## config.mk

```make
export PLATFORM = sky130hd
export DESIGN_NAME = dpram_porta_ctrl
export DESIGN_NICKNAME = d
export VERILOG_FILES = /design/src/rtl/dpram_pkg.sv /design/src/rtl/dpram_cmd_fifo.sv /design/src/rtl/dpram_porta_ctrl.sv
export SDC_FILE = /design/constraint.sdc
export NUM_CORES = 1
export LEC_CHECK = 0
export CAP_MARGIN = 15
export CORE_MARGIN = 10
export CORE_UTILIZATION = 28
export CTS_BUF_LIST = sky130_fd_sc_hd__clkbuf_4 sky130_fd_sc_hd__clkbuf_8 sky130_fd_sc_hd__clkbuf_16
export DETAILED_ROUTE_END_ITERATION = 8
export PLACE_DENSITY = 0.58
export SLEW_MARGIN = 10
export SYNTH_ARGS = -nofsm -noshare
export SYNTH_HDL_FRONTEND = slang
export SYNTH_SLANG_ARGS = --single-unit
```

## constraint.sdc

```tcl
create_clock -name clk_A -period 3.3 [get_ports clk_A]
set_input_delay 0.495 -clock clk_A [delete_from_list [all_inputs] [get_ports clk_A]]
set_output_delay 0.495 -clock clk_A [all_outputs]
set_load 0.1 [all_outputs]
```

## src/rtl/dpram_pkg.sv

```systemverilog
// Shared types for the DPRAM port-A command front-end.
// Default widths match the DPRAM this block drives.
package dpram_pkg;

  localparam int DPRAM_ADDR_WIDTH = 5;
  localparam int DPRAM_DATA_WIDTH = 8;

  typedef struct packed {
    logic                        wr;
    logic [DPRAM_ADDR_WIDTH-1:0] addr;
    logic [DPRAM_DATA_WIDTH-1:0] data;
  } dpram_cmd_t;

  typedef enum logic {
    CLEAR = 1'b0,
    RUN   = 1'b1
  } ctrl_state_e;

endpackage

```

## src/rtl/dpram_cmd_fifo.sv

```systemverilog
// In-order command FIFO; no pass-through, so a full FIFO
// refuses a push even when it pops in the same cycle.
module dpram_cmd_fifo
  import dpram_pkg::*;
#(
  parameter type T          = dpram_cmd_t,
  parameter int  DEPTH      = 4,
  localparam int PW         = $clog2(DEPTH),
  localparam int CW         = $clog2(DEPTH + 1)
) (
  input  logic          clk,
  input  logic          rst_n,
  input  logic          push,
  input  T              din,
  input  logic          pop,
  output T              dout,
  output logic          full,
  output logic          empty,
  output logic [CW-1:0] count
);

  T              r_mem [DEPTH];
  logic [PW-1:0] r_wp;
  logic [PW-1:0] r_rp;
  logic [CW-1:0] r_cnt;
  logic          w_push;
  logic          w_pop;

  assign full   = (r_cnt == CW'(DEPTH));
  assign empty  = (r_cnt == '0);
  assign count  = r_cnt;
  assign w_push = push && !full;
  assign w_pop  = pop && !empty;
  assign dout   = r_mem[r_rp];

  always_ff @(posedge clk or negedge rst_n) begin
    if (!rst_n) begin
      r_wp  <= '0;
      r_rp  <= '0;
      r_cnt <= '0;
    end else begin
      if (w_push) r_wp <= r_wp + PW'(1);
      if (w_pop)  r_rp <= r_rp + PW'(1);
      case ({w_push, w_pop})
        2'b10:   r_cnt <= r_cnt + CW'(1);
        2'b01:   r_cnt <= r_cnt - CW'(1);
        default: r_cnt <= r_cnt;
      endcase
    end
  end

  always_ff @(posedge clk) begin
    if (w_push) r_mem[r_wp] <= din;
  end

endmodule

```

## src/rtl/dpram_porta_ctrl.sv

```systemverilog
// DPRAM port-A front-end: queues commands, issues one per
// cycle, returns read data in order, optional clear sweep.
module dpram_porta_ctrl
  import dpram_pkg::*;
#(
  parameter int  ADDR_WIDTH     = DPRAM_ADDR_WIDTH,
  parameter int  DATA_WIDTH     = DPRAM_DATA_WIDTH,
  parameter int  FIFO_DEPTH     = 4,
  parameter int  RD_LAT         = 1,
  parameter int  CLEAR_ON_RESET = 1,
  localparam int CW = $clog2(FIFO_DEPTH + 1)
) (
  input  logic                  clk_A,
  input  logic                  rst_A,
  input  logic                  cmd_valid,
  output logic                  cmd_ready,
  input  logic                  cmd_wr,
  input  logic [ADDR_WIDTH-1:0] cmd_addr,
  input  logic [DATA_WIDTH-1:0] cmd_wdata,
  input  logic                  issue_hold,
  output logic                  rsp_valid,
  output logic [DATA_WIDTH-1:0] rsp_rdata,
  output logic                  busy,
  output logic [CW-1:0]         fifo_count,
  output logic [ADDR_WIDTH-1:0] addr_A,
  output logic [DATA_WIDTH-1:0] datain_A,
  output logic                  wr_enA,
  output logic                  enA,
  input  logic [DATA_WIDTH-1:0] dataout_A
);

  typedef struct packed {
    logic                  wr;
    logic [ADDR_WIDTH-1:0] addr;
    logic [DATA_WIDTH-1:0] data;
  } cmd_t;

  localparam ctrl_state_e RST_ST =
    (CLEAR_ON_RESET != 0) ? CLEAR : RUN;

  ctrl_state_e           r_state;
  ctrl_state_e           w_nxt_state;
  logic [ADDR_WIDTH-1:0] r_clr_cnt;
  logic [ADDR_WIDTH-1:0] w_nxt_clr;
  logic [RD_LAT:0]       r_tag;
  cmd_t                  w_cmd;
  cmd_t                  w_head;
  logic                  w_full;
  logic                  w_empty;
  logic                  w_push;
  logic                  w_pop;
  logic                  w_rd_issue;
  logic                  w_en_n;
  logic                  w_wr;
  logic [ADDR_WIDTH-1:0] w_addr;
  logic [DATA_WIDTH-1:0] w_din;

  assign w_cmd     = '{wr: cmd_wr, addr: cmd_addr, data: cmd_wdata};
  assign cmd_ready = rst_A && (r_state == RUN) && !w_full;
  assign w_push    = cmd_valid && cmd_ready;
  assign busy      = (r_state == CLEAR);

  dpram_cmd_fifo #(
    .T     (cmd_t),
    .DEPTH (FIFO_DEPTH)
  ) u_fifo (
    .clk   (clk_A),
    .rst_n (rst_A),
    .push  (w_push),
    .din   (w_cmd),
    .pop   (w_pop),
    .dout  (w_head),
    .full  (w_full),
    .empty (w_empty),
    .count (fifo_count)
  );

  always_ff @(posedge clk_A or negedge rst_A) begin
    if (!rst_A) begin
      r_state   <= RST_ST;
      r_clr_cnt <= '0;
    end else begin
      r_state   <= w_nxt_state;
      r_clr_cnt <= w_nxt_clr;
    end
  end

  always_comb begin
    w_nxt_state = r_state;
    w_nxt_clr   = r_clr_cnt;
    w_en_n      = 1'b1;
    w_wr        = 1'b0;
    w_addr      = addr_A;
    w_din       = datain_A;
    w_pop       = 1'b0;
    w_rd_issue  = 1'b0;
    unique case (r_state)
      CLEAR: begin
        w_en_n    = 1'b0;
        w_wr      = 1'b1;
        w_addr    = r_clr_cnt;
        w_din     = '0;
        w_nxt_clr = r_clr_cnt + ADDR_WIDTH'(1);
        if (r_clr_cnt == '1) w_nxt_state = RUN;
      end
      RUN: begin
        if (!w_empty && !issue_hold) begin
          w_pop      = 1'b1;
          w_en_n     = 1'b0;
          w_wr       = w_head.wr;
          w_addr     = w_head.addr;
          w_din      = w_head.data;
          w_rd_issue = !w_head.wr;
        end
      end
      default: ;
    endcase
  end

  // r_tag[k] marks a read issued k+1 cycles ago
  always_ff @(posedge clk_A or negedge rst_A) begin
    if (!rst_A) begin
      enA       <= 1'b1;
      wr_enA    <= 1'b0;
      addr_A    <= '0;
      datain_A  <= '0;
      r_tag     <= '0;
      rsp_valid <= 1'b0;
      rsp_rdata <= '0;
    end else begin
      enA       <= w_en_n;
      wr_enA    <= w_wr;
      addr_A    <= w_addr;
      datain_A  <= w_din;
      r_tag     <= (r_tag << 1) | (RD_LAT + 1)'(w_rd_issue);
      rsp_valid <= r_tag[RD_LAT];
      if (r_tag[RD_LAT]) rsp_rdata <= dataout_A;
    end
  end

endmodule
```

### Yosys cells after proc, flatten, opt, wreduce, memory -nomap -nowiden

Memories as Yosys holds them, arrays and structs flattened.
Index checks and enable logic that the tools add are counted.
W data, S select, Z words.

| word-level totals | value |
|---|---|
| bits in registers | 39 |
| memory bits (writable) | 56 |
| output and inout bits | 29 |
| word-level logic and storage cells | 54 |
| memories kept | 1 |

Memory list:

| name | depth | width | rd ports | clocked after memory_dff | wr ports | RTL line | RTL |
|---|---|---|---|---|---|---|---|
| u_fifo.r_mem | 4 | 14 | 1 | 0 | 1 | dpram_cmd_fifo.sv:22 | `T r_mem [DEPTH];` |

| operators by class | value |
|---|---|
| add/sub/neg operators | 5 |
| eq/ne operators | 5 |
| multiplexer cells | 17 |
| bitwise logic cells | 2 |
| reductions and logical operators | 12 |

Operators by type and width:

| operator | number |
|---|---|
| $pmux W8 S2 | 1 |
| $mux W1 | 10 |
| $pmux W5 S2 | 1 |
| $mux W8 | 1 |
| $logic_and A1 B1 Y1 | 6 |
| $pmux W3 S2 | 1 |
| $add A5 B1 Y5 const B | 1 |
| $eq A5 B5 Y1 const B | 1 |
| $mux W5 | 1 |
| $add A2 B1 Y2 const B | 2 |
| $logic_not A1 Y1 | 4 |
| $pmux W1 S2 | 2 |
| $add A3 B1 Y3 const B | 1 |
| $eq A3 B3 Y1 const B | 1 |
| $logic_not A3 Y1 | 1 |
| $sub A3 B1 Y3 const B | 1 |
| $eq A2 B1 Y1 const B | 1 |
| $eq A2 B2 Y1 const B | 1 |
| $ne A2 B1 Y1 const B | 1 |
| $or A2 B1 Y2 | 1 |
| $reduce_bool A2 Y1 | 1 |
| $not A1 Y1 | 1 |

### Longest topological paths before layout

| depth | value |
|---|---|
| depth in word-level cells | 8 |
| mapped depth | 9 |

### By module

Synthesis repeated with hierarchy kept, for this count alone.

| unflattened totals | value |
|---|---|
| cells, all modules | 223 |
| area, all modules | 3,842.4 µm² |

Modules (own cells, without submodules):

| module | times used | cells an instance | area an instance (µm²) | sequential area each (µm²) |
|---|---|---|---|---|
| dpram_cmd_fifo | 1 | 110 | 2,481.1 | 1,856.8 |
| dpram_porta_ctrl | 1 | 113 | 1,361.3 | 802.0 |

### Worst setup path after synthesis

No wires, ideal clock.

| path | value |
|---|---|
| kind | flip-flop to output port |
| from | register u_fifo.r_cnt[0] (netlist: u_fifo.count[0]) |
| to | output cmd_ready |
| arrival | 2.679 ns |
| required time | 2.805 ns |
| slack | 0.126 ns |
| cell stages (with the launch flop) | 3 |
| buffers on the path | 0 |
| cells stage by stage | dfrtp_1 > nor2_1 > a21oi_1 |

| on the way | value |
|---|---|
| word-level cells in the longest chain between the ends | 3 |

RTL lines:

| item | RTL line | RTL |
|---|---|---|
| from (decl) | dpram_cmd_fifo.sv:25 | `logic [CW-1:0] r_cnt;` |
| from (signal assigned) | dpram_cmd_fifo.sv:45 | `2'b10: r_cnt <= r_cnt + CW'(1);` |
| from (signal assigned) | dpram_cmd_fifo.sv:46 | `2'b01: r_cnt <= r_cnt - CW'(1);` |
| from (signal assigned) | dpram_cmd_fifo.sv:47 | `default: r_cnt <= r_cnt;` |
| $eq A3 B3 Y1 | dpram_cmd_fifo.sv:29 | `assign full = (r_cnt == CW'(DEPTH));` |
| $logic_not A1 Y1 | dpram_porta_ctrl.sv:59 | `assign cmd_ready = rst_A && (r_state == RUN) && !w_full;` |
| $logic_and A1 B1 Y1 | dpram_porta_ctrl.sv:59 |  |
| to (decl) | dpram_porta_ctrl.sv:16 | `output logic cmd_ready,` |

Every way passes these cells.

### Final worst setup path

| path | value |
|---|---|
| from | register addr_A[1] |
| to | output addr_A[1] |

RTL lines:

| item | RTL line | RTL |
|---|---|---|
| from (decl) | dpram_porta_ctrl.sv:25 | `output logic [ADDR_WIDTH-1:0] addr_A,` |
| from (signal assigned) | dpram_porta_ctrl.sv:133 | `addr_A <= w_addr;` |

No word-level cell between the ends.

==> summary.txt <==
Status
  • Outcome: finished, final reports clean

STA
  • Final setup violation count: 0
  • Worst hold slack: 0.2550 ns
  • Unrepaired setup endpoints after global routing: no
  • Final period utilization: 70.54%
  • Slew Viols, Final: 0
  • Hold Fails Final Rpt: 0
  • Max Clock Freq: 429.6 MHz
  • Final TNS setup: 0 ns
  • Clock skew: 0.005770 ns
  • Slew margin rel.: 34.23%
  • Fin crit period: 2.328 ns
  • Worst-Margin Slew: 0.9835 ns

Global routing
  • Largest net degree at the start of global routing: 41
  • Antenna violations before repair: 0
  • First-pass GRT wire length: 11,800 µm
  • Number of global-route vias before repair: 2,082
  • Total gr overflow: 0
  • Tot GR Track Use: 8.566%

Synthesis
  • Yosys warning count: 0
  • Mapped Avg Cell Area: 19.15 µm²
  • Share of the synthesized area in the top cell type: 45.73%
  • Synth area leader: edfxtp_1
  • Synthesized area: 0.003677 mm²
  • Synth top area cells: edfxtp_1, dfrtp_1, mux4_2
  • Number of synthesized flops with an enable pin: 56
  • Unique cell type count in the Yosys netlist: 31
  • Top FF cell, synth: edfxtp_1
  • Register area share after synthesis: 72.30%
  • Synth Register Bits: 95
  • Fraction of registers with async set or reset after synthesis: 41.05%
  • Top cells by count, synth: edfxtp_1, dfrtp_1, mux4_2, mux2_2, a22o_1
  • Count leader, synth: edfxtp_1
  • Post-Syn Instances: 192
  • Mapped Nets: 226

Finish
  • Layout area overhead: 28.10%
  • Layout cells sized above 1: 25.57%
  • Final instance area: 0.004711 mm²
  • Antenna cells: 0
  • # fillers: 1,257
  • Layout Nets: 291

Setup path
  • WP data required: 2.80 ns
  • Critical Path Source Type: flip-flop
  • Critical Path End Type: output port
  • Slowest cell on crit path: clkdlybuf4s50_1
  • Worst R2R Path Depth: 7
  • R2R Setup Slk: 1.06 ns
  • WP buf/inv: 1
  • Worst R2R End: u_fifo.count[1]$_DFFE_PN0P_
  • Critical R2R Launch: r_state$_DFF_PN0_
  • Setup CP Type: reg2out
  • Cell Chain, Critical Path: clkdlybuf4s50_1
  • Worst Path Arrival: 1.83 ns
  • CP max FO: 2
  • CP delay by family, top: buffers and inverters
  • Max incr delay on CP: 1.14 ns

Place
  • Post-DP HPWL: 4893 µm
  • DP Area: 0.004385 mm²
  • PortBufs: 54
  • GPL Wtd Cong: 0.6815

Drt
  • Antenna-violating nets left: 0
  • Via/cell ratio: 4.313
  • WL per Instance: 16.92 µm
  • Via count: 1,872
  • Initial drt markers: 115
  • Remaining routing DRC violations: 0
  • Drt total wl: 7344 µm
  • DR pass1 iterations: 4

Die
  • Die ar.: 0.01812 mm²
  • Die width: 134.6 µm
  • I/O pin cnt: 55
  • Core Box Area: 0.01272 mm²
  • Site Rows: 41
  • Die height: 134.6 µm
  • Initial core utilization: 28.90%

Clocking
  • Clock Pin Slew Worst Setup and Hold Paths: 0.06 ns
  • Clock sink total: 95
  • H-tree levels: 3
  • Root Driver: clkbuf_16
  • Clk_lat worst skew: 0.34 ns
  • Cts hold-fix bufs: 0
  • TritonCTS clock tree: built
  • Number of setup buffers added after CTS: 0
  • Clock Tree Buf Depth: 2
  • CTS buffer count: 9
  • Post-CTS Resized: 0

Hold path
  • Worst min path class: in2async

Run
  • Max-cap violation count: 0
[metal layers]
layer / share of wire [%] / vias to the layer above / global-route usage, % / wire length (µm)
met2: 47 / 57 / 13.56 / 3439
li1: - / 867 / - / -
met3: 6.9 / 5 / 3.820 / 508
met5: 0 / - / 0 / 0
met1: 45 / 943 / 10.14 / 3324
met4: 0.98 / 0 / 2.902 / 72
[worst max-delay path by stage]
stage | from | endpoint | slack (ns) | cells after the start
floorplan | u_fifo.count[0]$_DFFE_PN0P_ | cmd_ready | 0.13 | 2
global placement | cmd_valid | u_fifo.count[2]$_DFFE_PN0P_ | 0.84 | 10
detailed placement | cmd_valid | u_fifo.count[2]$_DFFE_PN0P_ | 0.78 | 10
CTS | addr_A[2]$_DFFE_PN0N_ | addr_A[2] | 0.94 | 1
global route | r_state$_DFF_PN0_ | u_fifo.count[2]$_DFFE_PN0P_ | 0.81 | 9
finish | addr_A[1]$_DFFE_PN0N_ | addr_A[1] | 0.97 | 1
[sequential cells by signal, summed over array words and instances, names as in the netlist]
| register | flops |
|---|---|
| datain_A | 8 |
| u_fifo.count | 3 |
| u_fifo.r_mem | 56 |
| rsp_rdata | 8 |
| r_clr_cnt | 5 |
| enA | 1 |
| u_fifo.r_wp | 2 |
| wr_enA | 1 |
| addr_A | 5 |
| u_fifo.r_rp | 2 |
| r_tag | 2 |
| rsp_valid | 1 |
| r_state | 1 |
[kinds of logic after synthesis]
logic type | share of synthesized area (%)
and+or+nand+nor | 4.219
xor gates and xnor gates | 2.143
adders and majority gates | 2.926
buffers and inverters | 2.348
AOI/OAI and AO/OA | 3.743
muxes | 12.32
DFF | 72.30
[placed cells by master (no fill, tap or decap), types with 7 or more instances in the layout]
master,n
clkdlybuf4s50_1,39
clkbuf_16,10
dfrtp_1,38
a22o_1,8
buf_4,21
edfxtp_1,56
inv_1,7
mux4_2,13
mux2_2,11
ha_1,7
[area by class of cell]
type | count | area (µm²) | share of cell area (%)
multi-input cells | 83 | 932.1 | 19.79
inverters | 7 | 26.28 | 0.5578
well taps | 172 | 215.2 | 4.568
clock inverters | 5 | 61.31 | 1.301
flip-flops and latches | 95 | 2659 | 56.44
clock buffers | 11 | 264.0 | 5.604
repair buffers | 61 | 553.0 | 11.74
[metrics by stage]
| stage | utilization [%] | setup slack, ns | instances |
|---|---|---|---|
| 6_report | 37.03 | 0.9723 | 434 |
| 5_1_grt | 37.03 | 0.8059 | 434 |
| 3_5_place_dp | 34.47 | 0.7846 | 418 |
| 2_1_floorplan | - | 0.1258 | 192 |
| 4_1_cts | 37.03 | 0.9431 | 434 |
| 3_3_place_gp | 34.47 | 0.8377 | 418 |
Power is not shown: default switching activity piles up to over one toggle a cycle in this logic, so the estimate is an artifact.
